### src/rtl/fsm_state_monitor_if.sv
// Bus between an observed FSM's state output and the runtime state monitor.
// The producer side drives the sampled state code plus a clear request; the
// monitor side returns coverage, counters and latched error information.
interface fsm_state_monitor_if #(
    parameter int STATE_W  = 2,
    parameter int N_STATES = 3,
    parameter int CNT_W    = 8
);
    logic                clr;
    logic                state_valid;
    logic [STATE_W-1:0]  state_in;
    logic [N_STATES-1:0] visited;
    logic                coverage_done;
    logic [CNT_W-1:0]    trans_cnt;
    logic                stall;
    logic                err_trans;
    logic                err_code;
    logic [STATE_W-1:0]  err_from;
    logic [STATE_W-1:0]  err_to;
    logic [1:0]          mon_state;

    modport master (
        output clr, state_valid, state_in,
        input  visited, coverage_done, trans_cnt, stall,
        input  err_trans, err_code, err_from, err_to, mon_state
    );

    modport slave (
        input  clr, state_valid, state_in,
        output visited, coverage_done, trans_cnt, stall,
        output err_trans, err_code, err_from, err_to, mon_state
    );
endinterface

### src/rtl/fsm_state_monitor.sv
// Runtime checker for an FSM state bus: legal-transition map, visited-state
// coverage, saturating transition count, stall detection, first-error capture.
//
// state  | meaning
// -------+-----------------------------------------------------------------
// IDLE   | no valid sample since reset/clear; next valid sample is the first
// TRACK  | following the observed FSM, no error seen yet
// FAULT  | error latched; tracking continues, error capture is frozen
module fsm_state_monitor #(
    parameter int                               STATE_W     = 2,
    parameter int                               N_STATES    = 3,
    parameter logic [N_STATES*N_STATES-1:0]     LEGAL_MAP   = 9'h04A,
    parameter int                               STALL_LIMIT = 8,
    parameter int                               CNT_W       = 8
) (
    input  logic                clk,
    input  logic                rst,
    fsm_state_monitor_if.slave  mon_if
);

    localparam int MAP_W = N_STATES * N_STATES;
    localparam int IDX_W = (MAP_W > 1) ? $clog2(MAP_W) : 1;
    localparam int SC_W  = $clog2(STALL_LIMIT + 1);

    // One extra bit so N_STATES == 2**STATE_W is still representable.
    localparam logic [STATE_W:0] N_ST     = N_STATES[STATE_W:0];
    localparam logic [SC_W-1:0]  SC_LIMIT = STALL_LIMIT[SC_W-1:0];
    localparam logic [CNT_W-1:0] CNT_MAX  = {CNT_W{1'b1}};

    typedef enum logic [1:0] {
        S_IDLE  = 2'd0,
        S_TRACK = 2'd1,
        S_FAULT = 2'd2
    } mon_state_e;

    mon_state_e          state_q, state_d;
    logic [STATE_W-1:0]  prev_q, prev_d;
    logic [SC_W-1:0]     stall_cnt_q, stall_cnt_d;
    logic                stall_q, stall_d;
    logic [N_STATES-1:0] visited_q, visited_d;
    logic                cov_q, cov_d;
    logic [CNT_W-1:0]    trans_cnt_q, trans_cnt_d;
    logic                err_trans_q, err_trans_d;
    logic                err_code_q, err_code_d;
    logic [STATE_W-1:0]  err_from_q, err_from_d;
    logic [STATE_W-1:0]  err_to_q, err_to_d;

    logic [STATE_W-1:0]  cur;
    logic                cur_bad;
    logic [IDX_W-1:0]    map_idx;
    logic                is_legal;

    // Next-state and tracking logic; only a valid sample changes anything.
    always_comb begin
        state_d     = state_q;
        prev_d      = prev_q;
        stall_cnt_d = stall_cnt_q;
        stall_d     = stall_q;
        visited_d   = visited_q;
        trans_cnt_d = trans_cnt_q;
        err_trans_d = err_trans_q;
        err_code_d  = err_code_q;
        err_from_d  = err_from_q;
        err_to_d    = err_to_q;

        cur      = mon_if.state_in;
        cur_bad  = ({1'b0, cur} >= N_ST);
        map_idx  = IDX_W'(prev_q) * IDX_W'(N_STATES) + IDX_W'(cur);
        is_legal = LEGAL_MAP[map_idx];

        if (mon_if.state_valid) begin
            case (state_q)
                S_IDLE: begin
                    if (cur_bad) begin
                        err_code_d = 1'b1;
                        err_from_d = '0;
                        err_to_d   = cur;
                        state_d    = S_FAULT;
                    end else begin
                        prev_d         = cur;
                        visited_d[cur] = 1'b1;
                        state_d        = S_TRACK;
                    end
                end
                S_TRACK, S_FAULT: begin
                    if (cur_bad) begin
                        // Bad codes never update prev or visited.
                        if (state_q == S_TRACK) begin
                            err_code_d = 1'b1;
                            err_from_d = prev_q;
                            err_to_d   = cur;
                        end
                        state_d = S_FAULT;
                    end else if (cur == prev_q) begin
                        if (stall_cnt_q < SC_LIMIT) begin
                            stall_cnt_d = stall_cnt_q + SC_W'(1);
                        end
                        stall_d = (stall_cnt_q >= (SC_LIMIT - SC_W'(1)));
                    end else begin
                        visited_d[cur] = 1'b1;
                        prev_d         = cur;
                        stall_cnt_d    = '0;
                        stall_d        = 1'b0;
                        if (is_legal) begin
                            if (trans_cnt_q != CNT_MAX) begin
                                trans_cnt_d = trans_cnt_q + CNT_W'(1);
                            end
                        end else begin
                            if (state_q == S_TRACK) begin
                                err_trans_d = 1'b1;
                                err_from_d  = prev_q;
                                err_to_d    = cur;
                            end
                            state_d = S_FAULT;
                        end
                    end
                end
                default: state_d = S_IDLE;
            endcase
        end

        cov_d = &visited_d;
    end

    // State registers; rst and clr both clear everything, a same-cycle sample is dropped.
    always_ff @(posedge clk) begin
        if (rst || mon_if.clr) begin
            state_q     <= S_IDLE;
            prev_q      <= '0;
            stall_cnt_q <= '0;
            stall_q     <= 1'b0;
            visited_q   <= '0;
            cov_q       <= 1'b0;
            trans_cnt_q <= '0;
            err_trans_q <= 1'b0;
            err_code_q  <= 1'b0;
            err_from_q  <= '0;
            err_to_q    <= '0;
        end else begin
            state_q     <= state_d;
            prev_q      <= prev_d;
            stall_cnt_q <= stall_cnt_d;
            stall_q     <= stall_d;
            visited_q   <= visited_d;
            cov_q       <= cov_d;
            trans_cnt_q <= trans_cnt_d;
            err_trans_q <= err_trans_d;
            err_code_q  <= err_code_d;
            err_from_q  <= err_from_d;
            err_to_q    <= err_to_d;
        end
    end

    assign mon_if.visited       = visited_q;
    assign mon_if.coverage_done = cov_q;
    assign mon_if.trans_cnt     = trans_cnt_q;
    assign mon_if.stall         = stall_q;
    assign mon_if.err_trans     = err_trans_q;
    assign mon_if.err_code      = err_code_q;
    assign mon_if.err_from      = err_from_q;
    assign mon_if.err_to        = err_to_q;
    assign mon_if.mon_state     = state_q;

endmodule

### src/flat_wrapper.sv
// flat-port wrapper written by rule: the top's interface ports become plain ports
module fsm_state_monitor_flat 
#(
    parameter int                               STATE_W     = 2,
    parameter int                               N_STATES    = 3,
    parameter logic [N_STATES*N_STATES-1:0]     LEGAL_MAP   = 9'h04A,
    parameter int                               STALL_LIMIT = 8,
    parameter int                               CNT_W       = 8
)
  (clk, rst, mon_if_clr, mon_if_state_valid, mon_if_state_in, mon_if_visited, mon_if_coverage_done, mon_if_trans_cnt, mon_if_stall, mon_if_err_trans, mon_if_err_code, mon_if_err_from, mon_if_err_to, mon_if_mon_state);
  fsm_state_monitor_if #(.STATE_W(STATE_W), .N_STATES(N_STATES), .CNT_W(CNT_W)) mon_if_i ();
  input  logic clk;
  input  logic rst;
  input wire logic [$bits(mon_if_i.clr)-1:0] mon_if_clr;
  input wire logic [$bits(mon_if_i.state_valid)-1:0] mon_if_state_valid;
  input wire logic [$bits(mon_if_i.state_in)-1:0] mon_if_state_in;
  output wire logic [$bits(mon_if_i.visited)-1:0] mon_if_visited;
  output wire logic [$bits(mon_if_i.coverage_done)-1:0] mon_if_coverage_done;
  output wire logic [$bits(mon_if_i.trans_cnt)-1:0] mon_if_trans_cnt;
  output wire logic [$bits(mon_if_i.stall)-1:0] mon_if_stall;
  output wire logic [$bits(mon_if_i.err_trans)-1:0] mon_if_err_trans;
  output wire logic [$bits(mon_if_i.err_code)-1:0] mon_if_err_code;
  output wire logic [$bits(mon_if_i.err_from)-1:0] mon_if_err_from;
  output wire logic [$bits(mon_if_i.err_to)-1:0] mon_if_err_to;
  output wire logic [$bits(mon_if_i.mon_state)-1:0] mon_if_mon_state;
  assign mon_if_i.clr = mon_if_clr;
  assign mon_if_i.state_valid = mon_if_state_valid;
  assign mon_if_i.state_in = mon_if_state_in;
  assign mon_if_visited = mon_if_i.visited;
  assign mon_if_coverage_done = mon_if_i.coverage_done;
  assign mon_if_trans_cnt = mon_if_i.trans_cnt;
  assign mon_if_stall = mon_if_i.stall;
  assign mon_if_err_trans = mon_if_i.err_trans;
  assign mon_if_err_code = mon_if_i.err_code;
  assign mon_if_err_from = mon_if_i.err_from;
  assign mon_if_err_to = mon_if_i.err_to;
  assign mon_if_mon_state = mon_if_i.mon_state;
  fsm_state_monitor #(.STATE_W(STATE_W), .N_STATES(N_STATES), .LEGAL_MAP(LEGAL_MAP), .STALL_LIMIT(STALL_LIMIT), .CNT_W(CNT_W)) u_core (.clk(clk), .rst(rst), .mon_if(mon_if_i));
endmodule
### config.mk
export PLATFORM = sky130hd
export DESIGN_NAME = fsm_state_monitor_flat
export DESIGN_NICKNAME = d
export VERILOG_FILES = /design/src/rtl/fsm_state_monitor_if.sv /design/src/rtl/fsm_state_monitor.sv /design/src/flat_wrapper.sv
export SDC_FILE = /design/constraint.sdc
export NUM_CORES = 1
export LEC_CHECK = 0
export CORE_UTILIZATION = 35
export DETAILED_ROUTE_END_ITERATION = 6
export GPL_TIMING_DRIVEN = 0
export PLACE_DENSITY = 0.67
export SLEW_MARGIN = 20
export SYNTH_ARGS = -nofsm -noshare
export SYNTH_HDL_FRONTEND = slang
export SYNTH_SLANG_ARGS = --single-unit
### constraint.sdc
create_clock -name clk -period 3.2 [get_ports clk]
set_input_delay 0.32 -clock clk [delete_from_list [all_inputs] [get_ports clk]]
set_output_delay 0.32 -clock clk [all_outputs]
set_load 0.03 [all_outputs]
==> results.ini <==
[sta]
max_freq_ghz=0.328
relSlewSlack_pct=66.7
layout_setup_ws_ns=0.149
tightest_slew_ns=0.500
maxSlewViolCount=0
rsz0062_at_grt=no
setup_viol=0
clock_skew_ns=0.00815
holdWs_ns=0.467
post-route-period-util_pct=95.3
fin_setup_tns_ns=0
hold_viol=0
period_needed_ns=3.05

[yosys]
avgSynthCellArea_um2=8.57
yosysSeqAreaShare_pct=37.3
ys_ff_latch=27
netlist_area_um2=1450
synth.top_cell.area_share_pct=37.3
async_flop_share_pct=0
synth_cells=169
synth.area.top_cells=dfxtp_1 37%, ha_1 7.8%, a21oi_1 4.8%
yosys.area.top_type=dfxtp_1
synth_ff_type=dfxtp_1
syn-num-nets=186
yosys_warnings=0
synth_cell_type_count=42
synth_edf_count=0

[clocking]
cts.sinks=27
cts-buffers-inserted=3
cts_resized=0
clock_latency_ns=0.27
clockBufferDepth=2
cts.reportedPaths.clkPinSlew_ns=0.10
cts_setup_buffers=0
h-tree-depth=1
cts_tree=yes
cts_hold_buf=0
cts_root_buffer=clkbuf_8

[run]
cap_violations=0

[worst_hold_path]
min_path_type=flip-flop to flip-flop
hold_path_end=u_core.mon_if.err_to[1]
hold_depth=2
min-delay-start=u_core.mon_if.err_to[1]

[critical_path]
r2r-start=u_core.prev_q[1]
critPathLaunchType=input port
criticalPathCategory=input port to flip-flop
arrival_ns=3.25
critPathMaxFanout=10
crit_required_ns=3.40
rrSetupSlack_ns=0.24
worstRegToRegCells=10
reg2reg_to=u_core.mon_if.trans_cnt[4]
cp-end-kind=flip-flop

[floorplan]
die_area_um2=4400
rows=23
die_y_um=66.3
io_pins=27
fp.dieW_um=66.3
initial_core_util_pct=36.5
core_area_um2=3970

[layout]
fill_cells=393
fin_nets=217
final_layout_size_suffix_gt1_share_pct=6.03
finalNonFillerCells=249
final_cell_mix=27 x dfxtp_1, 26 x clkdlybuf4s50_1, 17 x nand2_1
insertedDiodeCount=0
layout_commonest_cell=dfxtp_1
final_util_pct=45.7
area_growth_pct=25.5

[placement]
gp_congestion=0.824
dp_slack_ns=-0.145
dpl.hpwl_um=2220
io_buffers=26
dpl.cell_count=245

[power]
power_density_nw_per_um2=353
vdd_drop_max_mv=0.254
p_leak_nw=0.642

[drt]
wl_per_cell_um=11.9
wl_um=2960
drtIter0Drc=73
route.detailed.drc=0
ant_nets=0
drt_pass1_iterations=4
vias=1290
via_per_inst=5.18

[global_route]
grt_start_max_net_pins=16
track_usage_pct=14.9
grt_pass1_wl_um=5040
grt_pass1_vias=1157
grt_overflow=0
antenna_found_initial=0

[outcome]
status=complete, no violations

==> power by group <==
group / total (mW) / leakage, nW / switching [mW] / internal (mW)
clock network: 0.194 / 0.0255 / 0.107 / 0.0873
logic: 0.102 / 0.398 / 0.0608 / 0.0410
registers: 0.345 / 0.218 / 0.00484 / 0.341
==> state kept, by name (all words and copies together) (netlist names) <==
register	flops
u_core.mon_if.trans_cnt	8
u_core.stall_cnt_q	4
u_core.mon_if.visited	3
u_core.mon_if.err_from	2
u_core.mon_if.err_to	2
u_core.mon_if.mon_state	2
u_core.prev_q	2
u_core.mon_if.coverage_done	1
u_core.mon_if.err_code	1
u_core.mon_if.err_trans	1
u_core.mon_if.stall	1
==> worst max-delay path: stages <==
cell and delay (ns):
clkdlybuf4s50_1 0.45, fa_1 0.56, ha_1 0.14, inv_1 0.05
fa_1 0.46, and4bb_2 0.30, a31o_2 0.13, o2111ai_2 0.18
buf_4 0.22, or3_1 0.31, a21oi_1 0.14
==> Yosys cell counts, types with 3 or more instances <==
master,number
nor2_1,12
dfxtp_1,27
nand3_1,4
mux2i_1,7
ha_1,9
a21oi_1,14
nor3_1,7
or3_1,6
a211oi_1,3
clkbuf_1,4
nand2_1,17
inv_1,12
nand2b_1,3
o21ai_0,8
==> stage by stage <==
step / cell area, um2 / total power [mW]
after detailed placement: 1770 / 0.455
after global placement: 1770 / 0.455
after global routing: 1820 / 0.669
final: 1820 / 0.641
after floorplan: 1450 / 0.424
after CTS: 1820 / 0.650
==> metal layers <==
layer	track usage, %	routed length [um]
met3	3.10	113
met4	5.32	35
met5	0	0
met2	24.2	1310
met1	19.2	1500
==> final cells by class <==
cell class	instances	area (um2)	area share [%]
multi-input cells	123	828	45.6
flip-flops and latches	27	541	29.8
repair buffers	26	260	14.3
well taps	50	62.6	3.44
inverters	12	45.0	2.48
clock buffers	3	41.3	2.27
plain buffers	7	33.8	1.86
clock inverters	1	5.00	0.275
==> worst max-delay path by stage <==
stage / startpoint / end / cells past startpoint
2_1_floorplan: u_core.prev_q[1] / u_core.mon_if.trans_cnt[4] / 10
5_1_grt: mon_if_state_in[1] / u_core.mon_if.mon_state[1] / 10
6_report: mon_if_state_in[1] / u_core.mon_if.trans_cnt[4] / 11
3_5_place_dp: mon_if_state_in[1] / u_core.mon_if.trans_cnt[4] / 11
3_3_place_gp: mon_if_state_in[1] / u_core.mon_if.err_from[1] / 10
4_1_cts: mon_if_state_in[1] / u_core.mon_if.trans_cnt[4] / 11
==> kinds of logic (layout without fill, tap and decap cells) <==
kind of cell	after synthesis	count (layout)	synth area share [%]
multiplexers	7	7	4.84
flip-flops	27	27	37.3
adder cells (fa/ha/maj)	11	11	10.5
buffers and inverters	19	49	5.44
AO/OA/AOI/OAI	39	39	18.2
AND/OR/NAND/NOR	64	64	22.5
XOR/XNOR	2	2	1.21
Note: power is estimated with default switching activity, not from simulation.
==> edit, RTL diff (same settings) <==
`CNT_W` is set to 8 in 3 places; all go to 10.
--- a/src/rtl/fsm_state_monitor_if.sv
+++ b/src/rtl/fsm_state_monitor_if.sv
@@ -4,7 +4,7 @@
 interface fsm_state_monitor_if #(
     parameter int STATE_W  = 2,
     parameter int N_STATES = 3,
-    parameter int CNT_W    = 8
+    parameter int CNT_W    = 10
 );
     logic                clr;
     logic                state_valid;
--- a/src/rtl/fsm_state_monitor.sv
+++ b/src/rtl/fsm_state_monitor.sv
@@ -11,7 +11,7 @@
     parameter int                               N_STATES    = 3,
     parameter logic [N_STATES*N_STATES-1:0]     LEGAL_MAP   = 9'h04A,
     parameter int                               STALL_LIMIT = 8,
-    parameter int                               CNT_W       = 8
+    parameter int                               CNT_W       = 10
 ) (
     input  logic                clk,
     input  logic                rst,
--- a/src/flat_wrapper.sv
+++ b/src/flat_wrapper.sv
@@ -5,7 +5,7 @@
     parameter int                               N_STATES    = 3,
     parameter logic [N_STATES*N_STATES-1:0]     LEGAL_MAP   = 9'h04A,
     parameter int                               STALL_LIMIT = 8,
-    parameter int                               CNT_W       = 8
+    parameter int                               CNT_W       = 10
 )
   (clk, rst, mon_if_clr, mon_if_state_valid, mon_if_state_in, mon_if_visited, mon_if_coverage_done, mon_if_trans_cnt, mon_if_stall, mon_if_err_trans, mon_if_err_code, mon_if_err_from, mon_if_err_to, mon_if_mon_state);
   fsm_state_monitor_if #(.STATE_W(STATE_W), .N_STATES(N_STATES), .CNT_W(CNT_W)) mon_if_i ();
Ports: changed (resized mon_if_trans_cnt); port bits go from 27 to 29. The function was not compared with the original's and may differ.
==> edit against the original RTL <==
- routed wire length grew 12%
- power up 19%
- worst setup slack improved by 43 ps
- maximum frequency rose by 1.4%
- sequential cell count grew 2
- final area increased by 11%
- critical path depth shrank 2
- synthesized area up 7.2%
- core utilization grew 3.1 points
- sequential power is 7.2% higher
- register-to-register slack lost 50 ps
- largest cell class unchanged
- largest power group unchanged
==> edit: results (changes against the original RTL) <==
yosys warns 0 (unchanged); type of the worst min-delay path flop to flop (unchanged); Synth area leaders dfxtp_1 37%, ha_1 7.3%, a21oi_1 4.8%, nor2_1 4.4%, mux2i_1 3.9% (was dfxtp_1 37%, ha_1 7.8%, a21oi_1 4.8%, mux2i_1 4.8%, nand2_1 4.4%); antenna cells 0 (unchanged); CP max-delay cell fa_1 (unchanged); # port buffers 28 (was 26); Seq/Total Area, Yosys 37.42% (was 37.34%); Placer Congestion 0.7933 (was 0.8241); final WL 3295 um (was 2955 um); Max VDD drop 0.1742 mV (was 0.2544 mV); total number of vias 1412 (was 1290); Max clock buf depth 2 (unchanged); WL per Instance 12.29 um (was 11.87 um); worst skew pair latency 280 ps; worst slew pin tran 445.5 ps (was 500.1 ps); Fillers 402 (was 393); crit-path max FO 7 (was 10); total CTS buffers 5 (was 3); P_leak 0.0007149 uW (was 0.0006420 uW); root buffer cell clkbuf_8 (unchanged); max reg flops 10 (was 8); run status finished clean (unchanged); mean post-synth cell area 8.525 um2 (was 8.566 um2); GRT Total Usage 15.92% (was 14.87%); fin nets 235 (was 217); syn_nets 199 (was 186); vias in the first global route 1268 (was 1157); largest net degree at the start of global routing 11 (was 16); first-pass GRT wire length 5520 um (was 5037 um); post-synth cell types 42 (unchanged); DP Cell Count 260 (was 245); First DRT Iteration DRCs 41 (was 73); H-tree depth 2 (was 1); clk slew on worst S/H paths 60 ps (was 100 ps); Pre-antenna DRT Iters 4 (unchanged); post-place instance area 0.001894 mm2 (was 0.001770 mm2); Critical Path Max Stage Delay 450 ps (was 560 ps); Clock Skew 6.389 ps (was 8.150 ps); synth cell count leaders 29 x dfxtp_1, 18 x nor2_1, 16 x nand2_1, 15 x a21oi_1, 10 x inv_1 (was 27 x dfxtp_1, 17 x nand2_1, 14 x a21oi_1, 12 x inv_1, 12 x nor2_1); Setup violations, final 0 (unchanged); share of post-route cells with drive strength above 1 8.257% (was 6.030%); DPL Wire Length 2432 um (was 2223 um)
[edit: cell count changes in the layout (fill, tap and decap cells not counted), sizes merged, moves of 3 or more]
| cell | change |
|---|---|
| or4 | +3 |
| nor2 | +6 |
| o31ai | +3 |
| clkbuf | +5 |
| and4 | +3 |
[edit: metrics by stage]
step | hold WS (ps) | TNS (ps) | power [uW] | worst slack (ps)
finish | 459.0 | 0 | 764.1 | 191.6
global route | 483.3 | -11.00 | 802.6 | -11.00
CTS | 466.2 | 0 | 769.7 | 45.98
detailed placement | 454.7 | -2421 | 470.1 | -246.9
global placement | 449.2 | -1819 | 469.4 | -192.6
floorplan | 471.0 | 0 | 440.9 | 391.1
[edit: routing by layer]
| metal | routed length (um) | global-route usage (%) | vias to the layer above |
|---|---|---|---|
| met5 | 0 | 0 | - |
| met4 | 61 | 7.031 | 0 |
| met3 | 108 | 4.441 | 6 |
| met2 | 1418 | 22.92 | 18 |
| met1 | 1708 | 21.88 | 656 |
| li1 | - | - | 732 |
[edit: final cells by class]
cell class | instances | area, um2 | area share (%)
Inverter | 10 | 37.54 | 1.869
Tap cell | 50 | 62.56 | 3.115
Timing Repair Buffer | 29 | 290.3 | 14.45
Buffer | 6 | 26.28 | 1.308
Sequential cell | 29 | 581.8 | 28.97
Clock buffer | 7 | 86.33 | 4.299
Multi-Input combinational cell | 137 | 923.4 | 45.98
[edit: what timing repair did]
item	in CTS	in global routing
buffers inserted	0	1
endpoints found under the setup margin	0	11
resized for setup	0	5
[edit: cell families after synthesis]
logic type / share of synthesized area [%]
AO/OA/AOI/OAI: 17.90
XOR/XNOR: 1.694
adder cells (fa/ha/maj): 9.839
buffers and inverters: 4.113
flip-flops: 37.42
multiplexers: 3.871
AND/OR/NAND/NOR: 25.16
[edit: worst min-delay path: cells and delay by family, from the launching register on]
family | cells | cell delay [ps]
DFF | 1 | 300
muxes | 1 | 60
and+or+nand+nor | 1 | 50
[edit: final timing paths]
kind | slack, ps | depth (start not counted) | to | from
setup / recovery | 190 | 9 | u_core.mon_if.trans_cnt[4] | u_core.prev_q[0]
hold / removal | 460 | 2 | u_core.mon_if.err_to[1] | u_core.mon_if.err_to[1]
setup reg to reg | 190 | 9 | u_core.mon_if.trans_cnt[4] | u_core.prev_q[0]
hold reg to reg | 460 | 2 | u_core.mon_if.err_to[1] | u_core.mon_if.err_to[1]
[edit: power by group]
group          leakage (uW)  total [uW]  switching [uW]  internal, uW
Sequential         0.000235         370            4.74           365
Combinational      0.000436        93.7            56.5          37.2
Clock             0.0000443         300             130           170
